$ cat src/rtl/divider_pkg.sv
// Shared widths and state encoding for the sequential signed divider.
package divider_pkg;

  localparam int unsigned DIV_WIDTH = 64;
  localparam int unsigned DIV_CNT_W = $clog2(DIV_WIDTH);

  typedef enum logic [1:0] {
    IDLE = 2'd0,
    EXEC = 2'd1,
    DONE = 2'd2
  } div_state_e;

endpackage

$ cat src/rtl/divider_step.sv
// One combinational radix-2 restoring iteration: shift in a dividend bit,
// trial-subtract the divisor magnitude, keep or restore.
module div_step
  import divider_pkg::*;
#(
  parameter int unsigned WIDTH = DIV_WIDTH
) (
  input  logic [WIDTH-1:0] rem_i,
  input  logic             bit_i,
  input  logic [WIDTH-1:0] divisor_i,
  output logic [WIDTH-1:0] rem_c_o,
  output logic             q_bit_c_o
);

  logic [WIDTH:0] shifted;
  logic [WIDTH:0] diff;

  // The stored remainder is always below |divisor|, so WIDTH+1 bits of
  // shifted value cannot overflow and the result fits back into WIDTH bits.
  always_comb begin
    shifted   = {rem_i, bit_i};
    diff      = shifted - {1'b0, divisor_i};
    q_bit_c_o = ~diff[WIDTH];
    rem_c_o   = diff[WIDTH] ? shifted[WIDTH-1:0] : diff[WIDTH-1:0];
  end

endmodule

$ cat src/rtl/divider.sv
// Sequential 64-bit signed divider, one restoring iteration per clock,
// sharing the op_start / op_clear / op_done handshake of the multiplier.
module divider
  import divider_pkg::*;
#(
  parameter int unsigned WIDTH = DIV_WIDTH
) (
  input  logic             clk,
  input  logic             reset,
  input  logic [WIDTH-1:0] dividend,
  input  logic [WIDTH-1:0] divisor,
  input  logic             op_start,
  input  logic             op_clear,
  output logic             op_done,
  output logic [WIDTH-1:0] quotient,
  output logic [WIDTH-1:0] remainder,
  output logic             div_by_zero
);

  localparam int unsigned CNT_W = $clog2(WIDTH);

  div_state_e       state_q, state_d;
  logic [CNT_W-1:0] cnt_q, cnt_d;
  logic [WIDTH-1:0] rem_q, rem_d;
  logic [WIDTH-1:0] dvd_q, dvd_d;
  logic [WIDTH-1:0] dvs_q, dvs_d;
  logic             q_neg_q, q_neg_d;
  logic             r_neg_q, r_neg_d;
  logic [WIDTH-1:0] quot_q, quot_d;
  logic [WIDTH-1:0] rmdr_q, rmdr_d;
  logic             done_q, done_d;
  logic             dbz_q, dbz_d;

  logic [WIDTH-1:0] step_rem;
  logic             step_q;
  logic [WIDTH-1:0] q_mag;

  div_step #(.WIDTH(WIDTH)) u_step (
    .rem_i     (rem_q),
    .bit_i     (dvd_q[WIDTH-1]),
    .divisor_i (dvs_q),
    .rem_c_o   (step_rem),
    .q_bit_c_o (step_q)
  );

  // dvd_q shifts dividend bits out of the top while quotient bits enter below.
  always_comb begin
    state_d = state_q;
    cnt_d   = cnt_q;
    rem_d   = rem_q;
    dvd_d   = dvd_q;
    dvs_d   = dvs_q;
    q_neg_d = q_neg_q;
    r_neg_d = r_neg_q;
    quot_d  = quot_q;
    rmdr_d  = rmdr_q;
    done_d  = done_q;
    dbz_d   = dbz_q;
    q_mag   = {dvd_q[WIDTH-2:0], step_q};

    if (op_clear) begin
      state_d = IDLE;
      cnt_d   = '0;
      quot_d  = '0;
      rmdr_d  = '0;
      done_d  = 1'b0;
      dbz_d   = 1'b0;
    end else begin
      case (state_q)
        IDLE: begin
          if (op_start) begin
            if (divisor == '0) begin
              state_d = DONE;
              quot_d  = '1;
              rmdr_d  = dividend;
              done_d  = 1'b1;
              dbz_d   = 1'b1;
            end else begin
              state_d = EXEC;
              dvd_d   = dividend[WIDTH-1] ? -dividend : dividend;
              dvs_d   = divisor[WIDTH-1] ? -divisor : divisor;
              q_neg_d = dividend[WIDTH-1] ^ divisor[WIDTH-1];
              r_neg_d = dividend[WIDTH-1];
              rem_d   = '0;
              cnt_d   = '0;
            end
          end
        end
        EXEC: begin
          rem_d = step_rem;
          dvd_d = q_mag;
          cnt_d = cnt_q + CNT_W'(1);
          if (cnt_q == CNT_W'(WIDTH - 1)) begin
            state_d = DONE;
            done_d  = 1'b1;
            quot_d  = q_neg_q ? -q_mag : q_mag;
            rmdr_d  = r_neg_q ? -step_rem : step_rem;
          end
        end
        DONE: begin
        end
        default: state_d = IDLE;
      endcase
    end
  end

  always_ff @(posedge clk or posedge reset) begin
    if (reset) begin
      state_q <= IDLE;
      cnt_q   <= '0;
      rem_q   <= '0;
      dvd_q   <= '0;
      dvs_q   <= '0;
      q_neg_q <= 1'b0;
      r_neg_q <= 1'b0;
      quot_q  <= '0;
      rmdr_q  <= '0;
      done_q  <= 1'b0;
      dbz_q   <= 1'b0;
    end else begin
      state_q <= state_d;
      cnt_q   <= cnt_d;
      rem_q   <= rem_d;
      dvd_q   <= dvd_d;
      dvs_q   <= dvs_d;
      q_neg_q <= q_neg_d;
      r_neg_q <= r_neg_d;
      quot_q  <= quot_d;
      rmdr_q  <= rmdr_d;
      done_q  <= done_d;
      dbz_q   <= dbz_d;
    end
  end

  assign op_done     = done_q;
  assign quotient    = quot_q;
  assign remainder   = rmdr_q;
  assign div_by_zero = dbz_q;

endmodule

$ cat config.mk
export PLATFORM = sky130hd
export DESIGN_NAME = divider
export DESIGN_NICKNAME = d
export VERILOG_FILES = /design/src/rtl/divider_pkg.sv /design/src/rtl/divider_step.sv /design/src/rtl/divider.sv
export SDC_FILE = /design/constraint.sdc
export NUM_CORES = 1
export LEC_CHECK = 0
export BUFFER_PORTS_ARGS = -buffer_cell sky130_fd_sc_hd__buf_2
export CAP_MARGIN = 20
export CORE_MARGIN = 5
export CORE_UTILIZATION = 61
export DETAILED_ROUTE_END_ITERATION = 8
export PLACE_DENSITY = 0.89
export SLEW_MARGIN = 20
export SYNTH_ARGS = -nofsm -noshare
export SYNTH_HDL_FRONTEND = slang
export SYNTH_SLANG_ARGS = --single-unit
$ cat constraint.sdc
create_clock -name clk -period 16.1 [get_ports clk]
set_clock_uncertainty 0.15 [all_clocks]
set_input_delay 3.22 -clock clk [delete_from_list [all_inputs] [get_ports clk]]
set_output_delay 3.22 -clock clk [all_outputs]
set_load 0.02 [all_outputs]
### After elaboration in Yosys (flattened, before gate mapping)

Cells that the tools add are included.

| storage, ports and cells | value |
|---|---|
| register bits | 332 |
| input port bits | 132 |
| output and inout port bits | 130 |
| word-level logic and storage cells | 81 |

| operators by class | value |
|---|---|
| add/sub/neg operators | 6 |
| equality and inequality tests | 10 |
| multiplexer cells | 37 |
| bitwise logic cells | 4 |
| reduce and logical (&&, ||, !) cells | 13 |

Operators by type and width:

| operator | count |
|---|---|
| two-way mux 64 bit | 17 |
| one-hot mux 64 bit (2 select lines) | 4 |
| negation 64 bit | 4 |
| subtractor 65 x 64 -> 65 bit | 1 |
| logical NOT 64 bit | 1 |
| two-way mux 6 bit | 3 |
| != test 3 bit (second input constant) | 4 |
| one-hot mux 6 bit (2 select lines) | 1 |
| AND reduction 4 bit | 3 |
| AND reduction 3 bit | 3 |
| two-way mux 2 bit | 4 |
| nonzero test 2 bit | 4 |
| adder 6 x 1 -> 6 bit (second input constant) | 1 |
| equality test 6 bit (second input constant) | 1 |
| two-way mux 1 bit | 6 |
| != test 2 bit (second input constant) | 3 |
| one-hot mux 2 bit (3 select lines) | 1 |
| NOT 1 bit | 3 |
| nonzero test 3 bit | 1 |
| equality test 2 x 1 -> 1 bit (second input constant) | 1 |
| equality test 2 bit (second input constant) | 1 |
| logical NOT 2 bit | 1 |
| one-hot mux 1 bit (2 select lines) | 1 |
| XOR 1 bit | 1 |

### Longest topological paths before layout

| logic depth | value |
|---|---|
| depth in word-level cells | 7 |
| mapped depth | 28 |
| mapped depth without buffers | 24 |

### By module

Synthesis repeated with hierarchy kept, for this count alone.

| second synthesis, totals | value |
|---|---|
| cells, all modules | 2,991 |
| area total of the unflattened synthesis | 24,088.1 µm² |

Modules (own cells, without submodules):

| module | times used | cells each | area each (µm²) | sequential area each (µm²) |
|---|---|---|---|---|
| divider | 1 | 2,196 | 19,362.3 | 8,308.0 |
| div_step | 1 | 795 | 4,725.8 | 0.0 |

### Worst setup path after synthesis

No wires, ideal clock.

| timing path | value |
|---|---|
| path kind | input to register |
| from | input port dividend[16] |
| to | register dvd_q[59] |
| setup time | 0.132 ns |
| arrival | 6.564 ns |
| required time | 15.818 ns |
| path slack | 9.253 ns |
| cell stages on the path | 13 |
| path buffers | 0 |
| cell sequence | or4_1 -> and4bb_1 -> nand4bb_4 -> or4_4 -> nand2b_4 -> or4_4 -> nand2b_4 -> or3_4 -> o31ai_2 -> xor2_1 -> nor2_1 -> a21oi_2 -> o21ai_1 |

| between the ends | value |
|---|---|
| cells in the longest elaborated chain, start to end | 5 |

RTL lines:

| what | RTL line | RTL |
|---|---|---|
| start, declared | divider.sv:10 | `input logic [WIDTH-1:0] dividend,` |
| negation 64 bit | divider.sv:80 | `dvd_d = dividend[WIDTH-1] ? -dividend : dividend;` |
| two-way mux 64 bit | divider.sv:80 |  |
| two-way mux 64 bit | divider.sv:72 | `if (divisor == '0) begin` |
| two-way mux 64 bit | divider.sv:71 | `if (op_start) begin` |
| one-hot mux 64 bit (2 select lines) | divider.sv:69 | `case (state_q)` |
| end signal, assigned | divider.sv:124 | `dvd_q <= dvd_d;` |
| end, declared | divider.sv:25 | `logic [WIDTH-1:0] dvd_q, dvd_d;` |

Every way passes these cells. The select of a mux whose other input is x is not followed.
A chain may end at the register's enable or synchronous reset.

### Final worst setup path

| timing path | value |
|---|---|
| from | input port divisor[10] |
| to | register dvs_q[50] |

| between the ends | value |
|---|---|
| cells in the longest elaborated chain, start to end | 3 |
| elaborated cells between the ends (all ways) | 5 |
| those cells by class | add/sub (1); mux (1); bitwise (1); reduce/logical (2) |

RTL lines:

| what | RTL line | RTL |
|---|---|---|
| start, declared | divider.sv:11 | `input logic [WIDTH-1:0] divisor,` |
| parallel branches: the longest is 3 deep, another holds negation 64 bit | -- |  |
| end signal, assigned | divider.sv:125 | `dvs_q <= dvs_d;` |
| end, declared | divider.sv:26 | `logic [WIDTH-1:0] dvs_q, dvs_d;` |

Parallel ways; which one is timed is not known.

==> summary.txt <==
Critical path
  • Worst R2R Path Depth: 23
  • Crit start category: input port
  • Critical Path Start: divisor[10]
  • Setup Crit Path Kind: in2reg
  • Reg2reg end: remainder[62]$_DFFE_PP0P_
  • Reg2Reg Launch Point: dvd_q[63]$_DFFE_PP0P_
  • Crit Path Max Fanout: 74
  • Crit path DAT: 8.29 ns
  • Critical Path Sink Type: register
  • Worst endpoint required time: 16.36 ns
  • R2r setup slk: approximately 9.2 ns
  • Crit path to: dvs_q[50]$_DFFE_PP0P_

Power and ir drop
  • Final Power: 4825 µW
  • Max VDD drop: around 0.000090 V
  • Leak pwr: 0.01237 µW
  • Pwr/cell area: roughly 170 nW/µm²

Clock network
  • Setup Buffers After CTS: 0
  • Clk buf depth: 3
  • CTS Buf Count: 36
  • CTS resizes: 0
  • CTS tree: done
  • Root Buffer: clkbuf_16
  • Post-CTS Hold Buffers: 0
  • Clock sinks: 332
  • Clk slew on worst S/H paths: 0.06 ns
  • Clk_lat worst skew: 0.57 ns
  • H-tree levels: 2

Logic synthesis
  • Number of synthesized register bits: between 300 and 400
  • Cell taking the most area after synthesis: dfrtp_1
  • Synthesized instance count: roughly 3200
  • Synth Cell Area: about 25000 µm²
  • Top cell type's share of synthesized area: 32.83%
  • Syn avg cell area: 7.811 µm²
  • Adder-Cell Fraction of Synth Area: 3.491%
  • YS warnings: 0
  • Largest cells by area after synthesis: dfrtp_1, nand2_1, o21ai_1, xnor2_1, a21oi_1
  • Synth Net Count: around 3400
  • Post-synthesis sequential area ratio: between 30% and 40%
  • Post-synth EDFFs: 0
  • Post-synthesis mux area share: 2.250%
  • Main combinational cell family by area after synthesis: compound AO/OA/AOI/OAI gates
  • Simple-gate area share of the yosys netlist: between 20% and 30%
  • Asr flop ratio synth: 100.0%
  • Compound-Gate Fraction of Synth Area: between 20 and 30%
  • Synth Flop Type: dfrtp_1
  • Post-synthesis xor/xnor area fraction: 9.794%
  • Post-synth cell types: 101

Route
  • Drt wl/cell: 20.28 µm
  • Antenna Nets Post-Route: 0
  • First DRT Iteration DRCs: just over 3000
  • Count of TritonRoute iterations in the first routing pass: 6
  • Drt total wl: 79.59 mm
  • Via count of the routed design: 25421
  • Vias/cell: 6.477
  • DR DRC count: 0

Timing
  • Final WS setup: 8.067 ns
  • Tmin final: 8.033 ns
  • Max Freq: 124.5 MHz
  • RSZ-0062 raised after global routing: no
  • Final Hold Viols: 0
  • Slew HR: 31.99%
  • Setup_tns: 0 ns
  • Finish-stage setup viols: 0
  • Fin. max-slew vios: 0
  • Final worst path period share: between 40% and 50%
  • Slew @ Worst Pin: 1.018 ns

GRT
  • Antenna violations before repair: 5
  • Pin count of the biggest net entering global routing: 110
  • Total grt overflow: 0
  • Total Routing Usage GR: between 30% and 40%
  • Via count of the first global-routing pass: approximately 23000
  • Wire length of the first global-routing pass: 125.0 mm

Floorplanning
  • Starting Density: a little over 60%
  • Num rows: 74
  • Ports: 262
  • Area of the die: 45660 µm²
  • Chip width: 213.7 µm
  • Die H: 213.7 µm
  • Core footprint: 40920 µm²

Place
  • Area post-placement: 26680 µm²
  • Detailed Place HPWL: 60.16 mm
  • Port Buf Inserts: 261
  • Placer congestion estimate: between 0.9 and 1
  • Worst slack, placed: 7.590 ns

Run
  • Max Cap Violations: 0

Cells and area
  • Area delta synth->final: 10.24%
  • Final nets: 3564
  • Final core occ: 68.17%
  • Most frequent cells in the layout: nand2_1, dfrtp_1, o21ai_1
  • Commonest non-fill, non-tap cell in the layout: nand2_1
  • Fraction of layout cells with a size suffix above 1: about 12%
  • Design Area, Final: 27900 µm²

Run status
  • Status: finished clean

Min path
  • Worst hold-check path type: reg2reg
-- stage by stage --
stage                     hold WS [ns]  std cells
after global placement          0.2968       3855
after detailed placement        0.3050       3855
after CTS                       0.3184       3919
after global routing            0.3308       3923
after floorplan                 0.3009       3240
final                           0.3137       3925
-- worst min path at each step --
stage,start,cells after the start,endpoint,slack [ns]
2_1_floorplan,cnt_q[5]$_DFFE_PP0P_,1,cnt_q[5]$_DFFE_PP0P_,0.30
3_3_place_gp,quotient[45]$_DFFE_PP0P_,2,quotient[45]$_DFFE_PP0P_,0.30
3_5_place_dp,quotient[53]$_DFFE_PP0P_,2,quotient[53]$_DFFE_PP0P_,0.30
4_1_cts,quotient[53]$_DFFE_PP0P_,2,quotient[53]$_DFFE_PP0P_,0.32
5_1_grt,quotient[18]$_DFFE_PP0P_,2,quotient[18]$_DFFE_PP0P_,0.33
6_report,quotient[53]$_DFFE_PP0P_,2,quotient[53]$_DFFE_PP0P_,0.31
-- sequential cells by signal, indices dropped and copies added (netlist names) --
register,count
r_neg_q,1
quotient,64
cnt_q,6
remainder,64
div_by_zero,1
rem_q,64
dvd_q,64
dvs_q,64
state_q,2
op_done,1
q_neg_q,1
-- Yosys cell counts, types with 15 or more instances --
library cell / instances
nand2b_1: 21
a22o_1: 33
o211ai_1: 26
nor3_1: 57
o21ai_0: 166
nand4_1: 57
ha_1: 69
a211oi_1: 19
inv_1: 93
dfrtp_1: 332
xor2_1: 111
or4_1: 32
o31ai_1: 69
or3_1: 55
o21a_1: 15
nor4_1: 43
mux2i_1: 49
a22oi_1: 35
clkbuf_1: 128
nand2_1: 529
nor2_1: 235
a31oi_1: 15
o41ai_1: 28
xnor2_1: 172
a21oi_1: 204
o21ai_1: 312
a21o_1: 23
buf_2: 65
nand3_1: 34
-- final cells by class --
type                    count  area [µm²]
clock buffers              47       992.2
diodes                      5       12.51
well taps                 532       665.6
clock inverters            17       183.9
fillers                  3396       13030
multi-input cells        2609       15840
inverters                  94       360.3
flip-flops and latches    332        8309
repair buffers            289        1535
-- logic make-up after synthesis --
| kind of cell | Yosys count |
|---|---|
| fa+ha+maj | 70 |
| compound gates | 1057 |
| simple gates | 1143 |
| buf+inv | 299 |
| mux | 56 |
| flops | 332 |
| xor+xnor | 283 |
-- where the power goes --
part | leakage [µW] | internal, µW | switching, µW | total, µW
sequential | 0.00437 | 1130 | 272 | 1400
combinational | 0.00742 | 872 | 1710 | 2580
clock | 0.000580 | 486 | 356 | 842
total | 0.0124 | 2490 | 2340 | 4820
-- worst max-delay path, cell delays in order --
cell     delay, ns
buf_2         0.12
or4_1         0.59
or4_1         0.47
or4b_1        0.61
nor2_2        0.28
nand4_1       0.44
or3_1         0.50
a21oi_1       0.21
or3_4         0.52
buf_4         0.57
nor2_4        0.03
buf_4         0.33
nand2_1       0.16
o21ai_1       0.09
-- metal layers --
layer	global-route usage [%]	up-vias	wire length, µm	part of all wire (%)
met5	0	-	18	0.023
met1	48.57	11821	32940	41
met4	13.71	2	3384	4.3
met2	50.88	1435	34310	43
li1	-	11931	-	-
met3	6.116	232	8934	11
(Power assumes the default switching activity.)
